$ cat src/rtl/verlet_position_updater_if.sv
// ---------------------------------------------------------------------------
// verlet_position_updater_if
//
// Bundles every non-clock, non-reset signal of the Verlet position updater.
// The updater sits on the slave side: it receives the start strobe and the
// selected node's data, and it produces the node selector and the
// write-back beat for the node position RAM. The surrounding datapath
// (selector mux, force stage, position RAM) sits on the master side.
//
// Signals (all words are WIDTH bits, signed two's complement):
//   start           master -> slave  begin one pass over all nodes
//   x_position      master -> slave  current x of the selected node
//   y_position      master -> slave  current y of the selected node
//   pre_x_position  master -> slave  previous x of the selected node
//   pre_y_position  master -> slave  previous y of the selected node
//   disp_x          master -> slave  accel*dt^2 in x for the selected node
//   disp_y          master -> slave  accel*dt^2 in y for the selected node
//   selector        slave -> master  one-hot node select
//   wr_en           slave -> master  write-back strobe, one cycle per node
//   wr_index        slave -> master  index of the node being written
//   new_x           slave -> master  updated x
//   new_y           slave -> master  updated y
//   new_pre_x       slave -> master  new previous x (old x)
//   new_pre_y       slave -> master  new previous y (old y)
//   busy            slave -> master  pass in progress
//   done            slave -> master  one-cycle end-of-pass pulse
//   overflow        slave -> master  sticky saturation flag for the pass
// ---------------------------------------------------------------------------
interface verlet_position_updater_if #(
    parameter int WIDTH = 32
);

    logic             start;
    logic [WIDTH-1:0] x_position;
    logic [WIDTH-1:0] y_position;
    logic [WIDTH-1:0] pre_x_position;
    logic [WIDTH-1:0] pre_y_position;
    logic [WIDTH-1:0] disp_x;
    logic [WIDTH-1:0] disp_y;
    logic [WIDTH-1:0] selector;
    logic             wr_en;
    logic [WIDTH-1:0] wr_index;
    logic [WIDTH-1:0] new_x;
    logic [WIDTH-1:0] new_y;
    logic [WIDTH-1:0] new_pre_x;
    logic [WIDTH-1:0] new_pre_y;
    logic             busy;
    logic             done;
    logic             overflow;

    // Datapath side: drives node data, consumes the write-back beat.
    modport master (
        output start,
        output x_position,
        output y_position,
        output pre_x_position,
        output pre_y_position,
        output disp_x,
        output disp_y,
        input  selector,
        input  wr_en,
        input  wr_index,
        input  new_x,
        input  new_y,
        input  new_pre_x,
        input  new_pre_y,
        input  busy,
        input  done,
        input  overflow
    );

    // Updater side.
    modport slave (
        input  start,
        input  x_position,
        input  y_position,
        input  pre_x_position,
        input  pre_y_position,
        input  disp_x,
        input  disp_y,
        output selector,
        output wr_en,
        output wr_index,
        output new_x,
        output new_y,
        output new_pre_x,
        output new_pre_y,
        output busy,
        output done,
        output overflow
    );

endinterface

$ cat src/rtl/verlet_position_updater.sv
// ---------------------------------------------------------------------------
// verlet_position_updater
//
// One simulation step of the graph-layout datapath: walks nodes
// 0..NODE_COUNT-1, and for each node selects it, captures its current and
// previous position plus the force-stage displacement, computes
//    new = 2*cur - prev + disp   (saturated to WIDTH bits)
// and emits a single write-back beat to the node position RAM.
//
// Each node costs three cycles (SELECT, CALC, WRITE); a DONE cycle closes
// the pass. With start sampled at edge 0, node k is written in cycle 3k+3
// and done pulses in cycle 3*NODE_COUNT+1.
//
// Parameters:
//   WIDTH       word width of positions, displacements and selector
//   NODE_COUNT  nodes per pass, 1 <= NODE_COUNT <= WIDTH (selector is
//               one-hot over WIDTH bits)
//
// Ports:
//   clk   system clock, rising edge
//   rst   synchronous active-high reset; aborts a pass in progress
//   bus   slave side of verlet_position_updater_if (start, node data in,
//         selector and write-back beat out, busy/done/overflow status)
// ---------------------------------------------------------------------------
module verlet_position_updater #(
    parameter int WIDTH      = 32,
    parameter int NODE_COUNT = 5
) (
    input  logic                           clk,
    input  logic                           rst,
    verlet_position_updater_if.slave       bus
);

    typedef enum logic [2:0] {
        IDLE,
        SELECT,
        CALC,
        WRITE,
        DONE
    } state_t;

    localparam logic [WIDTH-1:0] LAST_IDX = WIDTH'(NODE_COUNT - 1);

    // Saturation bounds expressed in the widened arithmetic domain.
    localparam logic signed [WIDTH+1:0] SAT_MAX = {3'b000, {(WIDTH-1){1'b1}}};
    localparam logic signed [WIDTH+1:0] SAT_MIN = {3'b111, {(WIDTH-1){1'b0}}};

    state_t           state_q;
    state_t           state_d;
    logic [WIDTH-1:0] idx_q;
    logic [WIDTH-1:0] idx_d;
    logic [WIDTH-1:0] selector_q;
    logic [WIDTH-1:0] selector_d;

    // Node operands captured at the end of SELECT.
    logic [WIDTH-1:0] curX_q;
    logic [WIDTH-1:0] curY_q;
    logic [WIDTH-1:0] preX_q;
    logic [WIDTH-1:0] preY_q;
    logic [WIDTH-1:0] dispX_q;
    logic [WIDTH-1:0] dispY_q;

    // Write-back beat registers, held between beats.
    logic [WIDTH-1:0] newX_q;
    logic [WIDTH-1:0] newY_q;
    logic [WIDTH-1:0] newPreX_q;
    logic [WIDTH-1:0] newPreY_q;
    logic [WIDTH-1:0] wrIndex_q;
    logic             overflow_q;

    logic signed [WIDTH+1:0] sumX;
    logic signed [WIDTH+1:0] sumY;
    logic [WIDTH-1:0]        satX;
    logic [WIDTH-1:0]        satY;
    logic                    clipX;
    logic                    clipY;

    // Two guard bits are enough: |2*cur - prev + disp| stays below 2^(WIDTH+1).
    function automatic logic signed [WIDTH+1:0] widen(input logic [WIDTH-1:0] v);
        return {{2{v[WIDTH-1]}}, v};
    endfunction

    // Verlet arithmetic on the captured operands, then clamp each axis back
    // into the signed WIDTH-bit range and flag whether it had to clamp.
    always_comb begin
        sumX  = (widen(curX_q) <<< 1) - widen(preX_q) + widen(dispX_q);
        sumY  = (widen(curY_q) <<< 1) - widen(preY_q) + widen(dispY_q);
        clipX = 1'b0;
        clipY = 1'b0;
        satX  = sumX[WIDTH-1:0];
        satY  = sumY[WIDTH-1:0];
        if (sumX > SAT_MAX) begin
            satX  = SAT_MAX[WIDTH-1:0];
            clipX = 1'b1;
        end else if (sumX < SAT_MIN) begin
            satX  = SAT_MIN[WIDTH-1:0];
            clipX = 1'b1;
        end
        if (sumY > SAT_MAX) begin
            satY  = SAT_MAX[WIDTH-1:0];
            clipY = 1'b1;
        end else if (sumY < SAT_MIN) begin
            satY  = SAT_MIN[WIDTH-1:0];
            clipY = 1'b1;
        end
    end

    // Next-state logic for the node walk. The index only advances out of
    // WRITE and stops at the last node, so it never wraps.
    always_comb begin
        state_d = state_q;
        idx_d   = idx_q;
        case (state_q)
            IDLE: begin
                if (bus.start) begin
                    state_d = SELECT;
                    idx_d   = '0;
                end
            end
            SELECT: begin
                state_d = CALC;
            end
            CALC: begin
                state_d = WRITE;
            end
            WRITE: begin
                if (idx_q == LAST_IDX) begin
                    state_d = DONE;
                end else begin
                    idx_d   = idx_q + WIDTH'(1);
                    state_d = SELECT;
                end
            end
            DONE: begin
                state_d = IDLE;
            end
            default: begin
                state_d = IDLE;
            end
        endcase
    end

    // The selector is registered, so it is computed from the state and
    // index we are about to enter; that way it is valid for the whole
    // SELECT cycle.
    always_comb begin
        selector_d = '0;
        if (state_d == SELECT) begin
            selector_d = WIDTH'(1) << idx_d;
        end
    end

    // All sequential state. Operand capture happens on the SELECT exit edge,
    // the saturated results and the write index are loaded on the CALC exit
    // edge so they are stable throughout WRITE and hold afterwards.
    always_ff @(posedge clk) begin
        if (rst) begin
            state_q    <= IDLE;
            idx_q      <= '0;
            selector_q <= '0;
            curX_q     <= '0;
            curY_q     <= '0;
            preX_q     <= '0;
            preY_q     <= '0;
            dispX_q    <= '0;
            dispY_q    <= '0;
            newX_q     <= '0;
            newY_q     <= '0;
            newPreX_q  <= '0;
            newPreY_q  <= '0;
            wrIndex_q  <= '0;
            overflow_q <= 1'b0;
        end else begin
            state_q    <= state_d;
            idx_q      <= idx_d;
            selector_q <= selector_d;

            if (state_q == IDLE && bus.start) begin
                overflow_q <= 1'b0;
            end

            if (state_q == SELECT) begin
                curX_q  <= bus.x_position;
                curY_q  <= bus.y_position;
                preX_q  <= bus.pre_x_position;
                preY_q  <= bus.pre_y_position;
                dispX_q <= bus.disp_x;
                dispY_q <= bus.disp_y;
            end

            if (state_q == CALC) begin
                newX_q     <= satX;
                newY_q     <= satY;
                newPreX_q  <= curX_q;
                newPreY_q  <= curY_q;
                wrIndex_q  <= idx_q;
                overflow_q <= overflow_q | clipX | clipY;
            end
        end
    end

    // Strobes decode straight from the registered state.
    always_comb begin
        bus.selector  = selector_q;
        bus.wr_en     = (state_q == WRITE);
        bus.wr_index  = wrIndex_q;
        bus.new_x     = newX_q;
        bus.new_y     = newY_q;
        bus.new_pre_x = newPreX_q;
        bus.new_pre_y = newPreY_q;
        bus.busy      = (state_q == SELECT) || (state_q == CALC) || (state_q == WRITE);
        bus.done      = (state_q == DONE);
        bus.overflow  = overflow_q;
    end

endmodule

$ cat src/flat_wrapper.sv
// flat-port wrapper written by rule: the top's interface ports become plain ports
module verlet_position_updater_flat 
#(
    parameter int WIDTH      = 32,
    parameter int NODE_COUNT = 5
)
  (clk, rst, bus_start, bus_x_position, bus_y_position, bus_pre_x_position, bus_pre_y_position, bus_disp_x, bus_disp_y, bus_selector, bus_wr_en, bus_wr_index, bus_new_x, bus_new_y, bus_new_pre_x, bus_new_pre_y, bus_busy, bus_done, bus_overflow);
  verlet_position_updater_if #(.WIDTH(WIDTH)) bus_i ();
  input  logic clk;
  input  logic rst;
  input wire logic [$bits(bus_i.start)-1:0] bus_start;
  input wire logic [$bits(bus_i.x_position)-1:0] bus_x_position;
  input wire logic [$bits(bus_i.y_position)-1:0] bus_y_position;
  input wire logic [$bits(bus_i.pre_x_position)-1:0] bus_pre_x_position;
  input wire logic [$bits(bus_i.pre_y_position)-1:0] bus_pre_y_position;
  input wire logic [$bits(bus_i.disp_x)-1:0] bus_disp_x;
  input wire logic [$bits(bus_i.disp_y)-1:0] bus_disp_y;
  output wire logic [$bits(bus_i.selector)-1:0] bus_selector;
  output wire logic [$bits(bus_i.wr_en)-1:0] bus_wr_en;
  output wire logic [$bits(bus_i.wr_index)-1:0] bus_wr_index;
  output wire logic [$bits(bus_i.new_x)-1:0] bus_new_x;
  output wire logic [$bits(bus_i.new_y)-1:0] bus_new_y;
  output wire logic [$bits(bus_i.new_pre_x)-1:0] bus_new_pre_x;
  output wire logic [$bits(bus_i.new_pre_y)-1:0] bus_new_pre_y;
  output wire logic [$bits(bus_i.busy)-1:0] bus_busy;
  output wire logic [$bits(bus_i.done)-1:0] bus_done;
  output wire logic [$bits(bus_i.overflow)-1:0] bus_overflow;
  assign bus_i.start = bus_start;
  assign bus_i.x_position = bus_x_position;
  assign bus_i.y_position = bus_y_position;
  assign bus_i.pre_x_position = bus_pre_x_position;
  assign bus_i.pre_y_position = bus_pre_y_position;
  assign bus_i.disp_x = bus_disp_x;
  assign bus_i.disp_y = bus_disp_y;
  assign bus_selector = bus_i.selector;
  assign bus_wr_en = bus_i.wr_en;
  assign bus_wr_index = bus_i.wr_index;
  assign bus_new_x = bus_i.new_x;
  assign bus_new_y = bus_i.new_y;
  assign bus_new_pre_x = bus_i.new_pre_x;
  assign bus_new_pre_y = bus_i.new_pre_y;
  assign bus_busy = bus_i.busy;
  assign bus_done = bus_i.done;
  assign bus_overflow = bus_i.overflow;
  verlet_position_updater #(.WIDTH(WIDTH), .NODE_COUNT(NODE_COUNT)) u_core (.clk(clk), .rst(rst), .bus(bus_i));
endmodule
$ cat config.mk
export PLATFORM = sky130hd
export DESIGN_NAME = verlet_position_updater_flat
export DESIGN_NICKNAME = d
export VERILOG_FILES = /design/src/rtl/verlet_position_updater_if.sv /design/src/rtl/verlet_position_updater.sv /design/src/flat_wrapper.sv
export SDC_FILE = /design/constraint.sdc
export NUM_CORES = 1
export LEC_CHECK = 0
export CAP_MARGIN = 25
export CELL_PAD_IN_SITES_DETAIL_PLACEMENT = 2
export CELL_PAD_IN_SITES_GLOBAL_PLACEMENT = 2
export CORE_MARGIN = 5
export CORE_UTILIZATION = 30
export DETAILED_ROUTE_END_ITERATION = 7
export PLACE_DENSITY = 0.91
export RECOVER_POWER = 100
export SYNTH_ARGS = -nofsm -noshare
export SYNTH_HDL_FRONTEND = slang
export SYNTH_SLANG_ARGS = --single-unit
$ cat constraint.sdc
create_clock -name clk -period 5.2 [get_ports clk]
set_clock_uncertainty 0.1 [all_clocks]
set_input_delay 1.04 -clock clk [delete_from_list [all_inputs] [get_ports clk]]
set_output_delay 1.04 -clock clk [all_outputs]
set_load 0.01 [all_outputs]
==> impl_metrics.yaml, run 1 <==
yosys:
  syn_nets: 3067
  synth.top_cell.area_share_pct: 40.0
  synthCells: 2738
  synth_area_sq_mm: 0.0210
  synth_top_cell_by_area: "dfxtp_1"
  yosys.cell_count.top_type: "nand2_1"
  ys_seq_elements: 420
  ys.warnings.count: 0
  ys.flop_type: "dfxtp_1"
  avgSynthCellArea_sq_um: 7.69
  synthDistinctLibCells: 76
  yosys-top-cells-area: "dfxtp_1 40%, nand2_1 12%, a21oi_1 9.3%"
  async_flop_share_pct: 0
  synth-seq-area-share_pct: 40.0
  synth_common_cells: "700 x nand2_1, 420 x dfxtp_1, 389 x a21oi_1, 280 x inv_1, 151 x nor2_1"
  synth_edf_count: 0
drt:
  drt_drc_violations_left: 0
  via_per_inst: 5.11
  drtIter0Drc: 887
  dr.pass1.iters: 5
  drt-total-wl_mm: 88.9
  num_vias: 20600
  drtAntennaViolNets: 0
  wl_per_cell_um: 22.1
power:
  finalPower_mw: 10.6
  vdd_drop_max_mv: 0.257
  power.density_mw_per_mm2: 388
  power.leakage_nw: 11.1
setup_path:
  crit_path_max_incr_delay_ns: 1.05
  required_ns: 5.60
  crit_chain: "inv_1 -> ha_1 -> and4bb_2 -> and4_1 -> a21oi_1 -> and4_1 -> o311ai_0 -> nor4_1 -> nand4_1 -> nor4_2 -> clkbuf_1 -> or3b_1 -> nor2_2"
  path_common_cell: "and4_1"
  critPathLaunchType: "flop"
  crit_slowest_cell: "a21oi_1"
  critPathMaxFanout: 13
  crit_arrival_ns: 5.30
  crit_type: "flop to flop"
  cp-end-kind: "flop"
  r2r_slack_ns: 0.30
floorplanning:
  ioPinCount: 391
  die_area_sq_mm: 0.0755
  core_area_sq_mm: 0.0698
  die_h_um: 275
  die_width_um: 275
  row_count: 97
  initial_core_util_pct: 30.2
placement:
  port-buffer-count: 390
  dp_cells: 3932
  gp_congestion: 0.842
  hpwl_mm: 62.2
finish:
  final_cells: 4024
  drive_gt1_share_pct: 4.32
  nets: 3374
  area_delta_synth_final_pct: 30.2
  n_fill_cell: 7866
outcome:
  status: "finished, violations left"
  violations: "capacitance limit, slew limit"
timing:
  max_freq_mhz: 204
  rsz0062_at_grt: "false"
  drv_slew: 216
  slew_headroom_pct: -95.9
  min_period_over_period_pct: 94.2
  min_period_ns: 4.90
  setup_violations: 0
  hold_viol: 0
  setup_tns_ns: 0
  worst_slew_pin_slew_ns: 2.94
  whs_ns: 0.351
clocking:
  cts.sinks: 420
  clk_pin_slew_ns: 0.06
  cts_tree: "built"
  htreeDepth: 2
  postCtsSetupBuffers: 0
  clockBufferDepth: 3
  cts-buffers-inserted: 51
  cts_root_buf: "clkbuf_16"
  clock_latency_ns: 0.60
worst_hold_path:
  hold_class: "flop to flop"
global_route:
  grt_pass1_vias: 23400
  grt_use_total_pct: 22.9
  overflow: 0
  grt_pass1_wl_mm: 137
  grt_max_degree: 197
  antenna_found_initial: 4
job:
  cap_violations: 3
## placed cells by master (no fill, tap or decap), types with 20 or more instances in the layout
cell type / instances
a211oi_1: 67
a21o_1: 36
a21oi_1: 390
clkbuf_16: 51
clkdlybuf4s50_1: 192
dfxtp_1: 420
dlygate4sd3_1: 197
fa_1: 66
ha_1: 68
inv_1: 280
nand2_1: 699
nand3_1: 29
nand4_1: 20
nor2_1: 152
nor3_1: 21
o21ai_0: 55
xnor2_1: 35
xor2_1: 20
## path summary, 6_finish.rpt
kind	cells after the start	start	end
worst max-delay path	13	u_core.idx_q[1]	u_core.bus.selector[17]
worst min-delay path	2	u_core.bus.wr_index[19]	u_core.bus.wr_index[19]
worst max register to register	13	u_core.idx_q[1]	u_core.bus.selector[17]
worst min register to register	2	u_core.bus.wr_index[19]	u_core.bus.wr_index[19]
## layout make-up
class                           count  area [sq um]  area share, %
Timing Repair Buffer              411          4100           15.0
Clock buffer                       76          1540           5.62
Sequential cell                   420          8410           30.7
Clock inverter                     11           109          0.397
Multi-Input combinational cell   1881         11000           40.1
Inverter                          280          1050           3.84
Antenna cell                        5          12.5         0.0457
Tap cell                          940          1180           4.29
## sequential cells by signal, indices dropped and copies added (netlist names)
signal and cells:
u_core.bus.new_pre_x 32, u_core.bus.new_pre_y 32, u_core.bus.new_x 32, u_core.bus.new_y 32, u_core.bus.overflow 1, u_core.bus.selector 32
u_core.bus.wr_index 32, u_core.curX_q 32, u_core.curY_q 32, u_core.dispX_q 32, u_core.dispY_q 32, u_core.idx_q 32
u_core.preX_q 32, u_core.preY_q 32, u_core.state_q 3
## critical path, delay by kind of cell, from the launching register on
family / cells / cell delay [ns]
adder cells (fa/ha/maj): 1 / 0.18
flip-flops: 1 / 0.48
buffers and inverters: 2 / 0.34
AO/OA/AOI/OAI: 2 / 1.21
AND/OR/NAND/NOR: 8 / 2.50
## repair_timing
item,in CTS,in global routing
setup endpoints to repair,0,13
hold buffers,0,0
gates resized for setup,0,2
## layer usage
layer  GRT usage [%]  share of wire [%]  vias up
li1                -                  -     9584
met3            6.09                6.5      175
met5               0              0.017        -
met1            26.8                 41    10300
met4            6.87                3.3        2
met2            40.9                 50      510
## logic make-up after synthesis
family	synth area share (%)
adder cells (fa/ha/maj)	10.3
buffers and inverters	8.00
AND/OR/NAND/NOR	20.9
AO/OA/AOI/OAI	18.5
flip-flops	40.0
XOR/XNOR	2.29
multiplexers	0.0476
## through the flow
step           utilization [%]  setup WS (ns)  instance area, sq um
6_report                  39.2          0.301                 27400
5_1_grt                   39.2         0.0712                 27400
4_1_cts                   39.3          0.372                 27400
3_5_place_dp              36.9          0.213                 25800
3_3_place_gp              36.9          0.422                 25800
2_1_floorplan                -           1.22                 21000
## power breakdown
group	internal (mW)	total [mW]	switching, mW	leakage, nW
Clock	2.12	3.63	1.50	0.824
Sequential	3.38	3.51	0.128	3.41
Combinational	1.29	3.50	2.21	6.82
Note: power is estimated with default switching activity, not from simulation.
==> run 2, diff against run 1 <==
--- a/config.mk
+++ b/config.mk
@@ -5,12 +5,13 @@
 export SDC_FILE = /design/constraint.sdc
 export NUM_CORES = 1
 export LEC_CHECK = 0
-export CAP_MARGIN = 25
+export CAP_MARGIN = 20
 export CELL_PAD_IN_SITES_DETAIL_PLACEMENT = 2
 export CELL_PAD_IN_SITES_GLOBAL_PLACEMENT = 2
 export CORE_MARGIN = 5
 export CORE_UTILIZATION = 30
 export DETAILED_ROUTE_END_ITERATION = 7
+export GPL_TIMING_DRIVEN = 0
 export PLACE_DENSITY = 0.91
 export RECOVER_POWER = 100
 export SYNTH_ARGS = -nofsm -noshare
==> run 2 against run 1 <==
- the flow still finishes with violations (capacitance limit, slew limit)
- worst setup slack worse by 0.073 ns
- largest power group unchanged
- maximum frequency shrank 1.5%
- routed wire length is 11% higher
- critical path depth shrank 2
- clock power rose by 5.5%
- core utilization rose by 0.85 points
- die area is the same
- first-iteration DRC count decreased by 2.0%
- final area increased by 2.2%
- total power up 2.8%
- combinational power is 3% higher
- highest routed layer unchanged
==> impl_metrics.yaml, run 2 (synthesized netlist as in run 1, its figures left out) <==
floorplanning:
  ioPinCount: 391
  die_area_sq_mm: 0.0755
  core_area_sq_mm: 0.0698
  die_h_um: 275
  die_width_um: 275
  row_count: 97
  initial_core_util_pct: 30.2
global_route:
  overflow: 0
  grt_pass1_wl_mm: 147
  antenna_found_initial: 12
  grt_use_total_pct: 25.2
  grt_pass1_vias: 24000
  grt_max_degree: 14
timing:
  min_period_ns: 4.97
  rsz0062_at_grt: "false"
  hold_viol: 0
  whs_ns: 0.351
  drv_slew: 44
  setup_tns_ns: 0
  slew_headroom_pct: -20.1
  min_period_over_period_pct: 95.6
  setup_violations: 0
  worst_slew_pin_slew_ns: 1.80
  max_freq_mhz: 201
drt:
  drtIter0Drc: 869
  via_per_inst: 5.13
  dr.pass1.iters: 5
  num_vias: 21400
  drt_drc_violations_left: 0
  wl_per_cell_um: 23.7
  drtAntennaViolNets: 0
  drt-total-wl_mm: 98.9
job:
  cap_violations: 4
setup_path:
  critPathLaunchType: "input port"
  crit_type: "input port to flop"
  reg2reg_depth: 16
  required_ns: 5.60
  r2r_end: "u_core.bus.new_x[15]"
  critPathMaxFanout: 10
  rr_startpoint: "u_core.preX_q[1]"
  cp-end-kind: "flop"
  r2r_slack_ns: 0.28
  crit_arrival_ns: 5.37
placement:
  hpwl_mm: 72.9
  port-buffer-count: 389
  gp_congestion: 0.864
outcome:
  violations: "capacitance limit, slew limit"
  status: "finished, violations left"
worst_hold_path:
  hold_end: "u_core.bus.wr_index[31]"
  hold_class: "flop to flop"
  min_path_cells: 2
  hp-start: "u_core.bus.wr_index[31]"
clocking:
  cts_tree: "built"
  cts-buffers-inserted: 50
  clk_pin_slew_ns: 0.06
  clock_latency_ns: 0.62
  cts.sinks: 420
  cts_root_buf: "clkbuf_16"
  postCtsSetupBuffers: 0
  clockBufferDepth: 3
  htreeDepth: 2
power:
  internal_power_mw: 6.94
  p_sw_mw: 4.01
  vdd_drop_max_mv: 0.410
  switching_share_pct: 36.6
  power.density_mw_per_mm2: 391
  p_comb_share_pct: 33.0
  clockPowerShare_pct: 35.0
  power.leakage_nw: 11.3
  pwr-share-seq_pct: 32.0
finish:
  drive_gt1_share_pct: 4.25
  area_delta_synth_final_pct: 33.0
  layout_commonest_cell: "nand2_1"
  nets: 3514
  layout_common_cells: "700 x nand2_1, 420 x dfxtp_1, 387 x a21oi_1, 280 x inv_1, 196 x dlygate4sd3_1"
  n_fill_cell: 7904
==> run 2: power by group through the flow <==
stage / clock network, mW / registers [mW] / logic [mW]
6_report: 3.83 / 3.50 / 3.61
3_5_place_dp: 0 / 3.57 / 3.47
3_3_place_gp: 0 / 3.55 / 3.29
2_1_floorplan: 0 / 3.56 / 2.17
5_1_grt: 4.01 / 3.52 / 3.94
4_1_cts: 3.89 / 3.50 / 3.60
==> run 2: worst max-delay path by stage <==
stage,from,endpoint,slack [ns],cells past startpoint
after detailed placement,u_core.preY_q[1],u_core.bus.overflow,-0.10,16
final,bus_start,u_core.bus.selector[16],0.23,11
after global routing,u_core.preY_q[1],u_core.bus.overflow,0.06,16
after global placement,u_core.preY_q[1],u_core.bus.overflow,-0.003,16
after CTS,u_core.preY_q[1],u_core.bus.new_y[11],0.02,16
after floorplan,u_core.preY_q[1],u_core.bus.overflow,1.22,16
==> run 2: layer usage <==
metal  GRT usage, %  up-vias  part of all wire, %
met2           45.4      543                   50
met4           8.78       10                  4.0
met5              0        -                0.057
met1           29.2    10800                   40
li1               -     9893                    -
met3           6.04      206                  6.2
==> run 2: through the flow <==
step	area [sq um]	instances	util [%]	total power, mW	setup slack (ns)
after floorplan	21000	2738	-	5.73	1.22
after global placement	26100	4067	37.4	6.84	-0.00285
after detailed placement	26200	4072	37.6	7.03	-0.102
after CTS	28000	4164	40.1	11.0	0.0248
after global routing	28000	4166	40.1	11.5	0.0596
final	28000	4170	40.1	10.9	0.228
==> run 2: timing repair <==
| action | 4_1_cts | 5_1_grt |
|---|---|---|
| hold buffers | 0 | 0 |
| endpoints found under the setup margin | 17 | 55 |
| gates resized for setup | 3 | 14 |
| cloned | 0 | 0 |
==> run 2: area by class of cell <==
cell class                      instances  area [sq um]  area share [%]
Inverter                              280          1050            3.76
Sequential cell                       420          8410            30.1
Tap cell                              940          1180            4.20
Antenna cell                            5          12.5          0.0447
Timing Repair Buffer                  395          3990            14.2
Multi-Input combinational cell       1881         11000            39.2
Buffer                                157           629            2.25
Clock inverter                         21           289            1.03
Clock buffer                           71          1460            5.22
==> run 2: worst max-delay path, cell delays in order <==
cell	delay (ns)
dlygate4sd3_1	0.77
or3b_1	0.44
a21o_1	0.29
clkbuf_1	0.33
a21oi_1	0.29
o221ai_1	0.21
a2111oi_0	0.34
nand4_1	0.20
nor4_2	0.66
nand3b_1	0.49
nor2_1	0.29
==> run 3, diff against run 2 <==
--- a/config.mk
+++ b/config.mk
@@ -9,10 +9,10 @@
 export CELL_PAD_IN_SITES_DETAIL_PLACEMENT = 2
 export CELL_PAD_IN_SITES_GLOBAL_PLACEMENT = 2
 export CORE_MARGIN = 5
-export CORE_UTILIZATION = 30
+export CORE_UTILIZATION = 33
 export DETAILED_ROUTE_END_ITERATION = 7
 export GPL_TIMING_DRIVEN = 0
-export PLACE_DENSITY = 0.91
+export PLACE_DENSITY = 0.95
 export RECOVER_POWER = 100
 export SYNTH_ARGS = -nofsm -noshare
 export SYNTH_HDL_FRONTEND = slang
==> constraint.sdc (replaced) <==
create_clock -name clk -period 6.3 [get_ports clk]
set_clock_uncertainty 0.1 [all_clocks]
set_input_delay 1.26 -clock clk [delete_from_list [all_inputs] [get_ports clk]]
set_output_delay 1.26 -clock clk [all_outputs]
set_load 0.01 [all_outputs]
==> run 3 against run 2 <==
- global-route usage is 5.7 points higher
- critical path depth up 5
- register-to-register slack better by 0.37 ns
- final area down 0.69%
- clock power shrank 17%
- via count increased by 3.6%
- count of clock-buffer cells in the layout increased by 6
- sequential share of layout area grew 0.21 points
- critical path type is now flop to flop
- the flow still finishes with violations (capacitance limit, slew limit)
==> impl_metrics.yaml, run 3 (synthesized netlist as in run 1, its figures left out) <==
outcome:
  status: "finished, violations left"
  violations: "capacitance limit, slew limit"
floorplanning:
  row_count: 92
  core_area_sq_mm: 0.0631
  die_h_um: 263
  ioPinCount: 391
  die_area_sq_mm: 0.0689
  initial_core_util_pct: 33.4
  die_width_um: 263
finish:
  nets: 3515
  multi_input_area_sq_mm: 0.0109
  layout.area.seq_sq_mm: 0.00841
  layout_common_cells: "700 x nand2_1, 420 x dfxtp_1, 391 x a21oi_1, 280 x inv_1, 196 x dlygate4sd3_1"
  drive_gt1_share_pct: 3.82
  layout_commonest_cell: "nand2_1"
  n_fill_cell: 7066
  area_delta_synth_final_pct: 32.0
drt:
  num_vias: 22200
  dr.pass1.iters: 5
  drt_drc_violations_left: 0
  via_per_inst: 5.45
  drtAntennaViolNets: 0
  wl_per_cell_um: 27.3
  drt-total-wl_mm: 111
  drtIter0Drc: 1024
timing:
  min_period_ns: 5.65
  worst_slew_pin_slew_ns: 1.73
  hold_viol: 0
  setup_violations: 0
  whs_ns: 0.358
  max_freq_mhz: 177
  slew_headroom_pct: -15.2
  min_period_over_period_pct: 89.6
  setup_tns_ns: 0
  drv_slew: 22
  rsz0062_at_grt: "false"
setup_path:
  critPathLaunchType: "flop"
  path_common_cell: "a21oi_1"
  r2r_slack_ns: 0.65
  crit_slowest_cell: "a21oi_1"
  critPathTopFamily: "compound AO/OA/AOI/OAI gates"
  crit_chain: "inv_1 -> fa_1 -> ha_1 -> inv_1 -> fa_1 -> nand2b_1 -> a21oi_1 -> o311ai_1 -> a21oi_1 -> a221oi_1 -> o31ai_1 -> xnor2_1 -> a21oi_1 -> nor2_1 -> buf_2 -> a211oi_1"
  crit_buf_inv: 3
  crit_type: "flop to flop"
  cp-end-kind: "flop"
  crit_arrival_ns: 6.03
  crit_path_max_incr_delay_ns: 0.60
  critPathMaxFanout: 10
  required_ns: 6.68
clocking:
  clockBufferDepth: 3
  clk_pin_slew_ns: 0.06
  postCtsSetupBuffers: 0
  cts-buffers-inserted: 50
  htreeDepth: 2
  cts-resized-gates: 0
  cts_root_buf: "clkbuf_16"
  cts.sinks: 420
  ctsHoldBuffers: 0
  clock_latency_ns: 0.61
  cts_tree: "built"
power:
  power.density_mw_per_mm2: 331
  vdd_drop_max_mv: 0.211
  power.leakage_nw: 11.2
global_route:
  grt_util_met2_pct: 56.9
  use_met1_pct: 33.7
  grt_pass1_wl_mm: 167
  antenna_found_initial: 2
  grt_util_met3_pct: 5.02
  grt_use_total_pct: 30.9
  grt_pass1_vias: 26200
  busiest_layer: "met2"
  grt_max_degree: 13
  overflow: 0
placement:
  hpwl_mm: 79.8
  gp_congestion: 0.916
  port-buffer-count: 389
worst_hold_path:
  hold_class: "flop to flop"
job:
  cap_violations: 2
run 3: cell type report:
| type | instances | area share (%) |
|---|---|---|
| diodes | 1 | 0.00901 |
| plain buffers | 157 | 2.21 |
| clock buffers | 77 | 5.67 |
| clock inverters | 13 | 0.693 |
| inverters | 280 | 3.78 |
| multi-input cells | 1881 | 39.3 |
| flip-flops and latches | 420 | 30.3 |
| well taps | 846 | 3.81 |
| repair buffers | 396 | 14.2 |
run 3: stage by stage:
| step | worst slack, ns | cells | utilization (%) | power, mW | area (sq um) |
|---|---|---|---|---|---|
| 2_1_floorplan | 2.32 | 2738 | - | 4.73 | 21000 |
| 3_3_place_gp | 1.04 | 3973 | 41.2 | 5.62 | 26000 |
| 3_5_place_dp | 0.977 | 3980 | 41.4 | 5.86 | 26100 |
| 4_1_cts | 0.764 | 4070 | 44.2 | 9.24 | 27900 |
| 5_1_grt | 0.318 | 4070 | 44.0 | 9.58 | 27800 |
| 6_report | 0.653 | 4071 | 44.0 | 9.21 | 27800 |
run 3: path summary, 6_finish.rpt:
path / from / to / depth (start not counted)
max reg2reg: u_core.preX_q[1] / u_core.bus.new_x[22] / 16
max: u_core.preX_q[1] / u_core.bus.new_x[22] / 16
min: u_core.dispY_q[20] / u_core.dispY_q[20] / 2
min reg2reg: u_core.dispY_q[20] / u_core.dispY_q[20] / 2
run 3: layer usage:
metal | up-vias | part of all wire [%]
met5 | - | 0
met4 | 0 | 6.7
met3 | 327 | 4.6
met2 | 722 | 51
met1 | 11200 | 38
li1 | 9880 | -
run 3: worst register-to-register path: stages, from the launching register on:
cell	delay, ns
dfxtp_1	0.42
inv_1	0.09
fa_1	0.52
ha_1	0.21
inv_1	0.07
fa_1	0.38
nand2b_1	0.21
a21oi_1	0.33
o311ai_1	0.27
a21oi_1	0.43
a221oi_1	0.23
o31ai_1	0.46
xnor2_1	0.18
a21oi_1	0.60
nor2_1	0.40
buf_2	0.31
a211oi_1	0.33
run 3: power breakdown:
| group | switching (mW) | leakage, nW | internal [mW] | total, mW |
|---|---|---|---|---|
| registers | 0.120 | 3.41 | 2.79 | 2.91 |
| clock network | 1.26 | 0.876 | 1.92 | 3.18 |
| logic | 2.06 | 6.95 | 1.06 | 3.12 |
